[config.mk]
export PLATFORM = sky130hd
export DESIGN_NAME = inst_fetch_unit
export DESIGN_NICKNAME = d
export VERILOG_FILES = /design/src/rtl/inst_fetch_unit_pkg.sv /design/src/rtl/inst_fetch_unit_fifo.sv /design/src/rtl/inst_fetch_unit.sv
export SDC_FILE = /design/constraint.sdc
export NUM_CORES = 1
export LEC_CHECK = 0
export CORE_MARGIN = 10
export CORE_UTILIZATION = 50
export CTS_BUF_LIST = sky130_fd_sc_hd__clkbuf_4
export DETAILED_ROUTE_END_ITERATION = 8
export PLACE_DENSITY = 0.73
export SYNTH_ARGS = -nofsm -noshare
export SYNTH_HDL_FRONTEND = slang
export SYNTH_SLANG_ARGS = --single-unit
[constraint.sdc]
create_clock -name clk -period 4.4 [get_ports clk]
set_clock_uncertainty 0.1 [all_clocks]
set_input_delay 0.66 -clock clk [delete_from_list [all_inputs] [get_ports clk]]
set_output_delay 0.66 -clock clk [all_outputs]
set_load 0.05 [all_outputs]
[src/rtl/inst_fetch_unit_pkg.sv]
// Shared constants, FSM encoding and queue entry layout for the instruction fetch unit.
`ifndef INST_NOP
`define INST_NOP 32'h0000_0000
`endif
`ifndef SRAM_ADDR_W
`define SRAM_ADDR_W 20
`endif

package inst_fetch_unit_pkg;

  localparam int unsigned SRAM_ADDR_W = `SRAM_ADDR_W;
  localparam logic [31:0] INST_NOP    = `INST_NOP;
  localparam int unsigned ENTRY_W     = 65;

  typedef enum logic [1:0] {
    S_BOOT  = 2'd0,
    S_RUN   = 2'd1,
    S_HALT  = 2'd2,
    S_FAULT = 2'd3
  } state_t;

  // Queue entry, MSB first: {fault, pc, inst}.
  typedef struct packed {
    logic        fault;
    logic [31:0] pc;
    logic [31:0] inst;
  } fetch_entry_t;

endpackage

[src/rtl/inst_fetch_unit_fifo.sv]
// Prefetch queue: DEPTH entries with wrap-bit pointers. Flush overrides push/pop;
// flush together with load restarts the queue holding only wdata_i.
module inst_fetch_unit_fifo #(
  parameter int DEPTH = 4,
  parameter int WIDTH = 65
) (
  input  logic             clk,
  input  logic             rst_n,
  input  logic             push_i,
  input  logic             pop_i,
  input  logic             flush_i,
  input  logic             load_i,
  input  logic [WIDTH-1:0] wdata_i,
  output logic             full_o,
  output logic             empty_o,
  output logic [WIDTH-1:0] head_o
);

  localparam int PTR_W = $clog2(DEPTH);
  localparam logic [PTR_W:0] PTR_ONE = {{PTR_W{1'b0}}, 1'b1};

  logic [PTR_W:0]   rd_ptr_q, rd_ptr_d;
  logic [PTR_W:0]   wr_ptr_q, wr_ptr_d;
  logic             wr_en;
  logic [PTR_W-1:0] wr_idx;
  logic [WIDTH-1:0] mem [DEPTH];

  assign empty_o = (rd_ptr_q == wr_ptr_q);
  assign full_o  = (rd_ptr_q[PTR_W] != wr_ptr_q[PTR_W]) &&
                   (rd_ptr_q[PTR_W-1:0] == wr_ptr_q[PTR_W-1:0]);
  assign head_o  = mem[rd_ptr_q[PTR_W-1:0]];

  always_comb begin
    rd_ptr_d = rd_ptr_q;
    wr_ptr_d = wr_ptr_q;
    wr_en    = 1'b0;
    wr_idx   = wr_ptr_q[PTR_W-1:0];
    if (flush_i) begin
      rd_ptr_d = '0;
      wr_ptr_d = load_i ? PTR_ONE : '0;
      wr_en    = load_i;
      wr_idx   = '0;
    end else begin
      if (pop_i && !empty_o) begin
        rd_ptr_d = rd_ptr_q + PTR_ONE;
      end
      // When full, a same-cycle pop frees the slot being overwritten.
      if (push_i && (!full_o || pop_i)) begin
        wr_en    = 1'b1;
        wr_ptr_d = wr_ptr_q + PTR_ONE;
      end
    end
  end

  always_ff @(posedge clk or negedge rst_n) begin
    if (!rst_n) begin
      rd_ptr_q <= '0;
      wr_ptr_q <= '0;
    end else begin
      rd_ptr_q <= rd_ptr_d;
      wr_ptr_q <= wr_ptr_d;
    end
  end

  for (genvar gi = 0; gi < DEPTH; gi++) begin : g_entry
    logic [WIDTH-1:0] entry_q;

    always_ff @(posedge clk or negedge rst_n) begin
      if (!rst_n) begin
        entry_q <= '0;
      end else if (wr_en && (wr_idx == PTR_W'(gi))) begin
        entry_q <= wdata_i;
      end
    end

    assign mem[gi] = entry_q;
  end

endmodule

[src/rtl/inst_fetch_unit.sv]
// Instruction fetch stage: PC register, fetch FSM and prefetch queue toward decode.
// Define IFETCH_ALIGN_CHECK_EN to turn misaligned redirects into a faulting queue entry.
module inst_fetch_unit
  import inst_fetch_unit_pkg::*;
#(
  parameter logic [31:0] RESET_PC = 32'h8000_0000,
  parameter int          DEPTH    = 4
) (
  input  logic                   clk,
  input  logic                   rst_n,
  input  logic                   sram_grant_i,
  output logic [SRAM_ADDR_W-1:0] ramAddr_o,
  output logic                   fetch_req_o,
  input  logic [31:0]            ramData_i,
  input  logic                   redirect_i,
  input  logic [31:0]            redirect_pc_i,
  input  logic                   halt_i,
  output logic                   inst_valid_o,
  output logic [31:0]            inst_o,
  output logic [31:0]            inst_pc_o,
  input  logic                   inst_ready_i,
  output logic                   inst_fault_o
);

  state_t       state_q, state_d;
  logic [31:0]  fetch_pc_q, fetch_pc_d;
  logic [31:0]  redirect_target;
  logic         bad_redirect;
  logic         fifo_full, fifo_empty;
  logic         fifo_flush, fifo_load;
  logic         pop;
  logic         fetch_req;
  fetch_entry_t fifo_wdata;
  fetch_entry_t head;

`ifdef IFETCH_ALIGN_CHECK_EN
  assign redirect_target = redirect_pc_i;
  assign bad_redirect    = redirect_i && (redirect_pc_i[1:0] != 2'b00);
  assign inst_fault_o    = head.fault;
`else
  logic unused_align_bits;
  assign unused_align_bits = ^{redirect_pc_i[1:0], head.fault};
  assign redirect_target   = {redirect_pc_i[31:2], 2'b00};
  assign bad_redirect      = 1'b0;
  assign inst_fault_o      = 1'b0;
`endif

  assign pop = inst_valid_o && inst_ready_i;

  always_ff @(posedge clk or negedge rst_n) begin
    if (!rst_n) begin
      state_q <= S_BOOT;
    end else begin
      state_q <= state_d;
    end
  end

  always_comb begin
    state_d = state_q;
    if (bad_redirect) begin
      state_d = S_FAULT;
    end else begin
      case (state_q)
        S_BOOT:         state_d = S_RUN;
        S_RUN, S_HALT:  state_d = halt_i ? S_HALT : S_RUN;
        S_FAULT:        state_d = redirect_i ? S_RUN : S_FAULT;
        default:        state_d = S_BOOT;
      endcase
    end
  end

  always_comb begin
    fetch_req  = (state_q == S_RUN) && sram_grant_i && !redirect_i && (!fifo_full || pop);
    fifo_flush = redirect_i;
    fifo_load  = bad_redirect;
    if (bad_redirect) begin
      fifo_wdata.fault = 1'b1;
      fifo_wdata.pc    = redirect_pc_i;
      fifo_wdata.inst  = INST_NOP;
    end else begin
      fifo_wdata.fault = 1'b0;
      fifo_wdata.pc    = fetch_pc_q;
      fifo_wdata.inst  = ramData_i;
    end
  end

  // Redirect beats any fetch in the same cycle; PC arithmetic wraps modulo 2^32.
  always_comb begin
    fetch_pc_d = fetch_pc_q;
    if (redirect_i) begin
      fetch_pc_d = redirect_target;
    end else if (fetch_req) begin
      fetch_pc_d = fetch_pc_q + 32'd4;
    end
  end

  always_ff @(posedge clk or negedge rst_n) begin
    if (!rst_n) begin
      fetch_pc_q <= RESET_PC;
    end else begin
      fetch_pc_q <= fetch_pc_d;
    end
  end

  inst_fetch_unit_fifo #(
    .DEPTH (DEPTH),
    .WIDTH (ENTRY_W)
  ) u_fifo (
    .clk     (clk),
    .rst_n   (rst_n),
    .push_i  (fetch_req),
    .pop_i   (pop),
    .flush_i (fifo_flush),
    .load_i  (fifo_load),
    .wdata_i (fifo_wdata),
    .full_o  (fifo_full),
    .empty_o (fifo_empty),
    .head_o  (head)
  );

  assign ramAddr_o    = fetch_pc_q[SRAM_ADDR_W+1:2];
  assign fetch_req_o  = fetch_req;
  assign inst_valid_o = !fifo_empty;
  assign inst_o       = head.inst;
  assign inst_pc_o    = head.pc;

endmodule

# [Word level (Yosys, flattened, before mapping)]
# Index checks and enable logic that the tools add are counted.
[totals] reg_bits=296 latchBits=0 ram_bits=0 mem_bits_ro=0 in_bits=70 out_inout_bits=87 wordCells=58 memories=0
[op_classes] add_sub_neg=3 mul=0 div=0 n_lt_le_gt_ge=1 eq_ne=9 n_shift=0 mux=15 bitwise=1 n_reduce_logical=21
[ops] operator="65-bit binary-select mux with 2-bit select" count=1
[ops] operator="64-bit two-way mux" count=2
[ops] operator="32-bit two-way mux" count=2
[ops] operator="32-bit by 3-bit adder with 32-bit output (second input constant)" count=1
[ops] operator="3-bit two-way mux" count=4
[ops] operator="1-bit logical AND" count=11
[ops] operator="2-bit == test (second input constant)" count=4
[ops] operator="3-bit by 1-bit adder with 3-bit output (second input constant)" count=2
[ops] operator="2-bit two-way mux" count=3
[ops] operator="2-bit one-hot mux with 3 select lines" count=1
[ops] operator="2-bit nonzero test" count=3
[ops] operator="2-bit by 1-bit == test with 1-bit output (second input constant)" count=2
[ops] operator="2-bit zero test" count=2
[ops] operator="3-bit == test" count=1
[ops] operator="3-bit greater-or-equal comparator (second input constant)" count=1
[ops] operator="1-bit zero test" count=3
[ops] operator="2-bit inverter with 3-bit output" count=1
[ops] operator="2-bit == test" count=1
[ops] operator="1-bit two-way mux" count=2
[ops] operator="2-bit OR reduction" count=1
[ops] operator="1-bit logical OR" count=1
[ops] operator="1-bit inequality test" count=1

# [Logic depth before layout (Yosys ltp)]
# Gate-level depths: netlist of the first run.
[logic_depth] ltp_word=9 mapped_depth=10 ltp_nobuf=8

# [Modules after synthesis]
# A second synthesis of the first run with hierarchy kept.
[unflattened] cells_unflattened=940 hier_area_um2=13905.8
[by_module_without_submodules] module="inst_fetch_unit_fifo" instances=1 cells_each=668 area_per_inst_um2=11576.1 seq_area_each_um2=6656.4
[by_module_without_submodules] module="inst_fetch_unit" instances=1 cells_each=272 area_per_inst_um2=2329.7 seq_area_each_um2=802.0

# [Worst setup path before layout of the first run]
# Ideal clock, no wire load.
[synth_path] path_kind="input to register" from="in inst_ready_i" to="reg u_fifo.g_entry[3].entry_q[10]" setup_ns=0.125 t_arrival_ns=2.552 required_time_ns=4.175 slack_ns=1.623 stages=8 n_path_buf=3 cell_sequence="clkbuf_1 o41ai_4 or2b_1 inv_2 and3_4 buf_6 buf_6 mux2_4"
[synth_between] elab_chain_cells=7
[synth_lines] element="start: declaration" line_no="inst_fetch_unit.sv:21" source="input logic inst_ready_i,"
[synth_lines] element="1-bit logical AND" line_no="inst_fetch_unit.sv:48" source="assign pop = inst_valid_o && inst_ready_i;"
[synth_lines] element="1-bit logical OR" line_no="inst_fetch_unit.sv:73" source="fetch_req = (state_q == S_RUN) && sram_grant_i && !redirect_i && (!fifo_full || pop);"
[synth_lines] element="1-bit logical AND" line_no="inst_fetch_unit.sv:73"
[synth_lines] element="named net fetch_req_o" line_no="inst_fetch_unit.sv:13" source="output logic fetch_req_o,"
[synth_lines] element="1-bit logical AND" line_no="inst_fetch_unit_fifo.sv:48" source="if (push_i && (!full_o || pop_i)) begin"
[synth_lines] element="1-bit two-way mux" line_no="inst_fetch_unit_fifo.sv:48"
[synth_lines] element="1-bit two-way mux" line_no="inst_fetch_unit_fifo.sv:38" source="if (flush_i) begin"
[synth_lines] element="1-bit logical AND" line_no="inst_fetch_unit_fifo.sv:71" source="end else if (wr_en && (wr_idx == PTR_W'(gi))) begin"
[synth_lines] element="end signal: assignment" line_no="inst_fetch_unit_fifo.sv:72" source="entry_q <= wdata_i;"
[synth_lines] element="end: declaration" line_no="inst_fetch_unit_fifo.sv:66" source="logic [WIDTH-1:0] entry_q;"
# The timed path passes the listed nets, and every way through them passes these cells.
# A chain may end at the register's enable or synchronous reset.

# [Final worst setup path of the first run]
[layout_path] from="reg u_fifo.wr_ptr_q[1]" to="out fetch_req_o"
[layout_between] elab_chain_cells=5 word_cells_on_any_way=8
[layout_lines] element="start: declaration" line_no="inst_fetch_unit_fifo.sv:23" source="logic [PTR_W:0] wr_ptr_q, wr_ptr_d;"
[layout_lines] element="start signal: assignment" line_no="inst_fetch_unit_fifo.sv:61" source="wr_ptr_q <= wr_ptr_d;"
[layout_lines] element="3-bit == test / 2-bit == test (equally long branches)" line_no="inst_fetch_unit_fifo.sv:28, inst_fetch_unit_fifo.sv:30"
[layout_lines] element="1-bit zero test / 1-bit logical AND (equally long branches)" line_no="inst_fetch_unit.sv:123, inst_fetch_unit_fifo.sv:29"
[layout_lines] element="1-bit logical AND / 1-bit zero test (equally long branches)" line_no="inst_fetch_unit.sv:48, inst_fetch_unit.sv:73"
[layout_lines] element="1-bit logical OR (*)" line_no="inst_fetch_unit.sv:73"
[layout_lines] element="1-bit logical AND (*)" line_no="inst_fetch_unit.sv:73"
[layout_lines] element="end: declaration" line_no="inst_fetch_unit.sv:13"
# Every way passes the cells marked *; elsewhere a longest branch is shown, timed or not.

==> flow_summary.yaml, run 1 <==
finish:
  finalNetCount: 1135
  fill_cells: 2044
  regArea_um2: 7160
  drive_gt1_frac: 0.421
  stdcell_count: 1448
  area_delta_synth_final_pct: 20.3
  multiInputGateArea_um2: 5700
power_and_ir_drop:
  ir_drop_v: 0.000539
  p_leak_nw: 7.00
  p_per_area_nw_per_um2: 720
clock_network:
  clockBufferDepth: 3
  clock_latency_ns: 0.69
  clock-sinks: 286
  ctsRootBufferMaster: "clkbuf_4"
  cts_buffers: 78
  post_cts_resized: 0
  path_clk_slew_ns: 0.07
  h-tree-depth: 3
  cts_tree: "done"
floorplan:
  die_w_um: 184
  die_area_um2: 33700
  rows: 59
  io_pins: 157
  die_height_um: 184
  initial_core_util: 0.510
  core_um2: 26200
detailed_routing:
  first_pass_iters: 6
  wl_um: 30100
  wl_per_cell_um: 20.8
  viasPerCell: 5.60
  drt_iter0_drc: 440
  drtAntennaViolNets: 0
  vias: 8107
  route.detailed.drc: 0
timing:
  finalHoldViolations: 0
  fin_crit_ns: 3.99
  finalCritPeriodShare: 0.908
  setup_viol: 0
  hold_ws_ns: 0.402
  worst_pin_slew_ns: 1.04
  setup-tns-final_ns: 0
  setup_ws_ns: 0.406
  max_slew_margin: 0.303
  slew_viol_final: 0
  rsz0062_at_grt: "false"
  fmax_mhz: 250
placement:
  port_buffers: 151
  dp_worst_setup_slack_ns: 0.743
  dp_hpwl_um: 18700
  dp.cells: 1313
  globalplace.congestion: 0.757
setup_path:
  required_ns: 3.64
  end_kind: "output pin"
  cp-start-kind: "register"
  setup.worst_path.class: "register to output pin"
  critPathMaxFanout: 8
  crit_arrival_ns: 3.23
  r2r_slack_ns: 1.29
yosys:
  synth.yosys.warnings: 0
  ys_ff_latch: 286
  avgSynthCellArea_um2: 15.0
  synthTopCellsByArea: "dfrtp_1 53%, mux2_2 16%, mux4_2 10%"
  synth_edf_count: 0
  ys_types: 50
  yosys.area.top_type: "dfrtp_1"
  yosysTopAreaCellShare: 0.533
  synth-seq-area-share: 0.535
  syn_inst: 893
  synthArstFlopShare: 1.00
  syn_area_um2: 13400
  synth_flop_cell: "dfrtp_1"
global_routing:
  gr-usage-all-layers: 0.180
  grt_max_degree: 117
  grt-ovfl-total: 0
  antenna_found_initial: 1
  grt_pass1_vias: 8989
  grt_pass1_wl_um: 48600
status:
  status: "complete, no violations"
min_path:
  hold_class: "register to register"
run:
  maxCapViolCount: 0
## placed cells by master (no fill, tap or decap), types with 2 or more instances in the layout
cell               n
dfrtp_1          283
mux2_2           190
clkdlybuf4s50_1  149
clkbuf_4         114
mux4_2            62
mux2_4            60
nand2_1           34
nor2_1            20
o21ai_0           20
xnor2_1           18
nand3_1           16
buf_4             14
nor3_1            13
clkinv_1          12
inv_1             10
xor2_1             9
nor4_1             9
nand4_1            7
ha_1               6
buf_12             5
and3_1             4
a221o_1            4
bufinv_16          4
mux2i_1            3
conb_1             3
diode_2            2
inv_2              2
nor3b_2            2
and4_1             2
o21a_1             2
nand2b_1           2
o31a_1             2
or2_2              2
or4_1              2
nor3b_1            2
## metrics by stage
stage | utilization | total power [mW] | cell area [µm²]
2_1_floorplan | - | 7.64 | 13400
3_3_place_gp | 0.574 | 9.09 | 15000
3_5_place_dp | 0.574 | 9.20 | 15000
4_1_cts | 0.614 | 11.8 | 16100
5_1_grt | 0.614 | 12.2 | 16100
6_report | 0.614 | 11.6 | 16100
## per-layer routing
| metal | GRT usage | wire (µm) | vias to the layer above |
|---|---|---|---|
| met5 | 0 | 0 | - |
| met4 | 0.0584 | 461 | 0 |
| met1 | 0.241 | 13400 | 4205 |
| met2 | 0.279 | 14200 | 232 |
| met3 | 0.0516 | 2020 | 43 |
| li1 | - | - | 3627 |
## cell type report
cell class | instances | share of cell area
Sequential cell | 286 | 0.445
Multi-Input combinational cell | 511 | 0.354
Timing Repair Buffer | 171 | 0.107
Clock buffer | 114 | 0.0532
Tap cell | 335 | 0.0260
Clock inverter | 18 | 0.0110
Inverter | 11 | 0.00257
Antenna cell | 2 | 0.000311
## cell usage after synthesis, types with 13 or more instances
cell / count
o21ai_0: 20
mux4_2: 62
mux2_4: 60
xnor2_1: 18
nor2_1: 20
nand2_1: 34
nand3_1: 16
buf_2: 20
clkbuf_1: 28
mux2_2: 190
buf_4: 24
nor3_1: 13
dfrtp_1: 285
## worst max-delay path, cell delays in order (launching register included)
cell             delay (ns)
dfrtp_1                0.52
xor2_1                 0.46
o41ai_4                0.13
buf_4                  0.19
or2b_1                 0.31
inv_2                  0.08
clkdlybuf4s50_1        0.86
## cell families (layout without fill, tap and decap cells)
logic type,after synthesis,count (layout),share of synthesized area
other,1,5,0.000280
buffers and inverters,98,314,0.0407
adder cells (fa/ha/maj),6,6,0.00561
XOR/XNOR,27,27,0.0177
multiplexers,315,315,0.334
AO/OA/AOI/OAI,35,35,0.0187
AND/OR/NAND/NOR,125,125,0.0480
flip-flops,286,286,0.535
## sequential cells by signal, summed over array words and instances, names as in the netlist
name / cells
u_fifo.g_entry.entry_q: 248
fetch_pc_q: 30
u_fifo.wr_ptr_q: 3
u_fifo.rd_ptr_q: 3
state_q: 2
## path summary, 6_finish.rpt
check                      depth (start not counted)                                 startpoint                                         to
max in group asynchronous                          3                                      rst_n  u_fifo.g_entry[2].entry_q[27]$_DFFE_PN0P_
hold reg to reg                                    1  u_fifo.g_entry[2].entry_q[31]$_DFFE_PN0P_  u_fifo.g_entry[2].entry_q[31]$_DFFE_PN0P_
setup reg to reg                                   8             u_fifo.wr_ptr_q[1]$_DFFE_PN0P_  u_fifo.g_entry[3].entry_q[41]$_DFFE_PN0P_
min in group asynchronous                          2                                      rst_n   u_fifo.g_entry[2].entry_q[9]$_DFFE_PN0P_
hold / removal                                     1  u_fifo.g_entry[2].entry_q[31]$_DFFE_PN0P_  u_fifo.g_entry[2].entry_q[31]$_DFFE_PN0P_
setup / recovery                                   6             u_fifo.wr_ptr_q[1]$_DFFE_PN0P_                                fetch_req_o
## where the power goes
part,switching [mW],total [mW],internal [mW]
registers,0.490,4.00,3.51
logic,2.82,5.09,2.28
clock network,1.08,2.50,1.41
## what timing repair did
item                                   CTS  global route
endpoints found under the hold margin   98             0
buffers inserted                         0             0
hold buffers                             1             0
(Power assumes the default switching activity.)
==> inputs of run 2 (changes only) <==
--- a/config.mk
+++ b/config.mk
@@ -8,6 +8,5 @@
 export CORE_MARGIN = 10
-export CORE_UTILIZATION = 50
+export CORE_UTILIZATION = 30
 export CTS_BUF_LIST = sky130_fd_sc_hd__clkbuf_4
 export DETAILED_ROUTE_END_ITERATION = 8
-export PLACE_DENSITY = 0.73
 export SYNTH_ARGS = -nofsm -noshare
==> constraint.sdc (replaced) <==
create_clock -name clk -period 4.4 [get_ports clk]
set_clock_uncertainty 0.1 [all_clocks]
set_input_delay 0.88 -clock clk [delete_from_list [all_inputs] [get_ports clk]]
set_output_delay 0.88 -clock clk [all_outputs]
set_load 0.05 [all_outputs]
==> flow_summary.yaml, run 2 (synthesis results as in run 1) <==
placement:
  globalplace.congestion: 0.748
  dp_hpwl_um: 21000
  dp.cells: 1575
  dp_worst_setup_slack_ns: 0.603
  port_buffers: 151
finish:
  stdcell_count: 1725
  fill_cells: 4299
  regArea_um2: 7170
  layout_commonest_cell: "dfrtp_1"
  finalNetCount: 1145
  largestRegisters: "u_fifo.g_entry.entry_q: 248 flops, fetch_pc_q: 30 flops"
  mostFrequentLayoutCells: "283 x dfrtp_1, 190 x mux2_2, 148 x clkdlybuf4s50_1, 120 x clkbuf_4, 62 x mux4_2"
  drive_gt1_frac: 0.429
  area_delta_synth_final_pct: 23.5
  largest_register_ff_count: 248
  regMostFlops: "u_fifo.g_entry.entry_q"
  multiInputGateArea_um2: 5700
timing:
  setup_ws_ns: 0.326
  finalHoldViolations: 0
  setup-tns-final_ns: 0
  hold_ws_ns: 0.00878
  worst_pin_slew_ns: 0.833
  fin_crit_ns: 4.07
  setup_viol: 0
  max_slew_margin: 0.445
  slew_viol_final: 0
  finalCritPeriodShare: 0.926
  rsz0062_at_grt: "false"
  fmax_mhz: 245
clock_network:
  path_clk_slew_ns: 0.06
  clock_latency_ns: 0.78
  cts_buffers: 83
  clock-sinks: 286
  h-tree-depth: 3
  clockBufferDepth: 3
  ctsRootBufferMaster: "clkbuf_4"
  cts_tree: "done"
setup_path:
  path_cells: "buf_4 -> mux4_2 -> clkdlybuf4s50_1"
  critPathSlowestCell: "clkdlybuf4s50_1"
  setup.worst_path.class: "register to output pin"
  critPathMaxFanout: 12
  required_ns: 3.42
  crit_path_max_incr_delay_ns: 0.74
  cp-start-kind: "register"
  end_kind: "output pin"
  crit_arrival_ns: 3.09
global_routing:
  grt-ovfl-total: 0
  grt_max_degree: 99
  grt_pass1_vias: 8871
  antenna_found_initial: 3
  gr-usage-all-layers: 0.128
  grt_pass1_wl_um: 53600
power_and_ir_drop:
  internal_power_mw: 7.14
  p_per_area_nw_per_um2: 706
  power.net_switching_mw: 4.53
  clkPwrFrac: 0.212
  comb_power_share: 0.442
  power_mw: 11.7
  p_leak_nw: 7.06
  ir_drop_v: 0.000398
  switching_share: 0.388
  p_seq_frac: 0.346
min_path:
  hold_class: "primary input to asynchronous set/reset pin"
floorplan:
  io_pins: 157
  die_height_um: 231
  core_um2: 44100
  die_area_um2: 53400
  rows: 77
  initial_core_util: 0.303
  die_w_um: 231
detailed_routing:
  wl_per_cell_um: 19.7
  first_pass_iters: 4
  drt_iter0_drc: 356
  vias: 8124
  wl_um: 34000
  viasPerCell: 4.71
  route.detailed.drc: 0
  drtAntennaViolNets: 0
run:
  maxCapViolCount: 0
status:
  status: "complete, no violations"
[run 2: cell count changes in the layout (fill, tap and decap cells not counted), sizes merged]
cell,change
clkinv,+9
buf,+7
clkbuf,+6
bufinv,-3
diode,+3
clkdlybuf4s50,-1
clkinvlp,+1
dlygate4sd3,-1
inv,-1
[run 2: what timing repair did]
action,CTS,global route
resized for setup,0,0
setup buffers,0,1
hold buffers,0,0
endpoints found under the setup margin,0,22
[run 2: power by group through the flow]
stage               Sequential [mW]  Clock, mW  Combinational (mW)
floorplan                      3.85          0                3.79
global placement               4.07          0                5.14
detailed placement             4.11          0                5.19
CTS                            4.07       2.60                5.20
global route                   4.15       2.74                5.44
finish                         4.04       2.48                5.16
[run 2: per-stage QoR]
step                      instance area (µm²)   util
after floorplan                         13400      -
after global placement                  15500  0.350
after detailed placement                15500  0.350
after CTS                               16500  0.374
after global routing                    16500  0.374
final                                   16500  0.375
[run 2: per-layer routing]
metal,vias to the layer above,GRT usage,share of wire
li1,3646,-,-
met2,233,0.194,0.45
met3,67,0.0456,0.063
met4,0,0.0446,0.024
met1,4178,0.168,0.46
met5,-,0,0
[run 2: worst max-delay path: cells and delay by family, from the launching register on]
family	cells	cell delay, ns
buffers and inverters	2	1.09
flip-flops	1	0.62
multiplexers	1	0.61
[run 2: final timing paths]
check                                                                  to  depth (start not counted)                                      start  slack (ns)
worst max-delay path                                         inst_pc_o[6]                          3             u_fifo.rd_ptr_q[0]$_DFFE_PN0P_        0.33
worst min-delay path                           fetch_pc_q[11]$_DFFE_PN0P_                          1                                      rst_n       0.009
worst max register to register  u_fifo.g_entry[3].entry_q[57]$_DFFE_PN0P_                          8             u_fifo.rd_ptr_q[0]$_DFFE_PN0P_        1.05
worst min register to register  u_fifo.g_entry[2].entry_q[37]$_DFFE_PN0P_                          1  u_fifo.g_entry[2].entry_q[37]$_DFFE_PN0P_        0.40
max in group asynchronous                      fetch_pc_q[31]$_DFFE_PN1P_                          2                                      rst_n        3.17
min in group clk                u_fifo.g_entry[2].entry_q[37]$_DFFE_PN0P_                          1  u_fifo.g_entry[2].entry_q[37]$_DFFE_PN0P_        0.40
[run 2: cell type report]
cell class / instances / share of cell area
timing repair buffer: 176 / 0.111
tap: 592 / 0.0448
clock inverter: 24 / 0.00795
sequential: 286 / 0.434
inverter: 11 / 0.00250
clock buffer: 120 / 0.0545
multi-input combinational: 511 / 0.345
antenna: 5 / 0.000757
==> inputs of run 3 (changes only) <==
- clock period: 4.4 -> 4 ns (I/O delays scaled with it)
==> flow_summary.yaml, run 3 (synthesis results as in run 1) <==
power_and_ir_drop:
  p_per_area_nw_per_um2: 760
  ir_drop_v: 0.000426
  p_leak_nw: 7.16
timing:
  fin_crit_ns: 3.70
  setup_viol: 0
  fmax_mhz: 270
  slew_viol_final: 0
  max_slew_margin: 0.476
  rsz0062_at_grt: "false"
  hold_ws_ns: 0.400
  finalHoldViolations: 0
  worst_pin_slew_ns: 0.786
  finalCritPeriodShare: 0.926
  setup-tns-final_ns: 0
finish:
  mostFrequentLayoutCells: "283 x dfrtp_1, 190 x mux2_2, 115 x clkbuf_4, 97 x clkdlybuf4s50_1, 62 x mux4_2"
  drive_gt1_frac: 0.426
  largestRegisters: "u_fifo.g_entry.entry_q: 248 flops, fetch_pc_q: 30 flops"
  area_delta_synth_final_pct: 23.3
  fill_cells: 4291
  finalNetCount: 1147
  regMostFlops: "u_fifo.g_entry.entry_q"
  layout_commonest_cell: "dfrtp_1"
  largest_register_ff_count: 248
placement:
  globalplace.congestion: 0.763
  dp_hpwl_um: 21600
  port_buffers: 151
global_routing:
  grt_pass1_wl_um: 53900
  antenna_found_initial: 3
  gr-usage-all-layers: 0.130
  grt-ovfl-total: 0
  grt_pass1_vias: 8966
  grt_max_degree: 95
clock_network:
  ctsRootBufferMaster: "clkbuf_4"
  clockBufferDepth: 3
  path_clk_slew_ns: 0.06
  clock_latency_ns: 0.76
  cts_buffers: 83
  clock-sinks: 286
  cts_tree: "done"
  h-tree-depth: 3
detailed_routing:
  first_pass_iters: 4
  drt_iter0_drc: 412
  wl_per_cell_um: 19.7
  route.detailed.drc: 0
  drtAntennaViolNets: 0
  viasPerCell: 4.73
  vias: 8172
  wl_um: 34000
min_path:
  hold_class: "register to register"
floorplan:
  initial_core_util: 0.303
  die_w_um: 231
  rows: 77
  die_area_um2: 53400
  io_pins: 157
  core_um2: 44100
  die_height_um: 231
setup_path:
  critPathMaxFanout: 18
  required_ns: 3.10
  r2r_slack_ns: 0.99
  crit_arrival_ns: 2.80
  end_kind: "output pin"
  setup.worst_path.class: "register to output pin"
  cp-start-kind: "register"
run:
  maxCapViolCount: 0
status:
  status: "complete, no violations"
## run 3: changes by cell type in the layout (fill, tap and decap cells not counted), sizes merged
cell	change
clkbuf	-5
dlygate4sd3	+1
dlygate4sd2	+50
bufinv	+1
clkinvlp	+1
buf	+2
clkdlybuf4s50	-51
inv	+2
## run 3: timing repair
action	in CTS	in global routing
buffers inserted	1	0
endpoints found under the setup margin	50	0
hold buffers	1	0
resized for setup	50	0
hold endpoints to repair	90	0
## run 3: report_power, final
part           switching [mW]  internal [mW]
combinational            3.06           2.27
clock                    1.28           1.45
sequential              0.608           3.86
total                    4.95           7.59
## run 3: layout make-up
cell class / count / area [µm²] / share of cell area
Sequential cell: 286 / 7170 / 0.434
Multi-Input combinational cell: 511 / 5700 / 0.346
Clock buffer: 115 / 863 / 0.0523
Tap cell: 592 / 741 / 0.0449
Inverter: 11 / 41.3 / 0.00250
Timing Repair Buffer: 178 / 1800 / 0.109
Antenna cell: 5 / 12.5 / 0.000758
Clock inverter: 28 / 171 / 0.0104
## run 3: per-layer routing
metal  global-route usage  wire length [µm]
met4               0.0407               589
met2                0.196             15400
met1                0.172             15800
met5                    0                 0
met3               0.0461              2210
## run 3: worst max-delay path, cell delays in order (launching register included)
cell,delay [ns]
dfrtp_4,0.68
mux4_2,0.62
clkdlybuf4s50_1,0.73
## run 3: final timing paths
| kind | start | endpoint | cells past startpoint |
|---|---|---|---|
| setup / recovery | u_fifo.rd_ptr_q[0]$_DFFE_PN0P_ | inst_pc_o[6] | 2 |
| hold / removal | u_fifo.g_entry[2].entry_q[0]$_DFFE_PN0P_ | u_fifo.g_entry[2].entry_q[0]$_DFFE_PN0P_ | 1 |
| setup reg to reg | u_fifo.rd_ptr_q[1]$_DFFE_PN0P_ | u_fifo.g_entry[1].entry_q[40]$_DFFE_PN0P_ | 6 |
| hold reg to reg | u_fifo.g_entry[2].entry_q[0]$_DFFE_PN0P_ | u_fifo.g_entry[2].entry_q[0]$_DFFE_PN0P_ | 1 |
| max in group asynchronous | rst_n | fetch_pc_q[14]$_DFFE_PN0P_ | 3 |
| min in group asynchronous | rst_n | u_fifo.g_entry[3].entry_q[49]$_DFFE_PN0P_ | 2 |
## run 3: stage by stage
step / setup WS, ns / utilization / area, µm² / power, mW / cells
global placement: 0.657 / 0.351 / 15500 / 10.1 / 1576
CTS: 0.158 / 0.374 / 16500 / 12.8 / 1721
global route: 0.0822 / 0.374 / 16500 / 13.3 / 1725
floorplan: 1.08 / - / 13400 / 8.40 / 895
detailed placement: 0.648 / 0.351 / 15500 / 10.2 / 1576
finish: 0.297 / 0.374 / 16500 / 12.5 / 1726
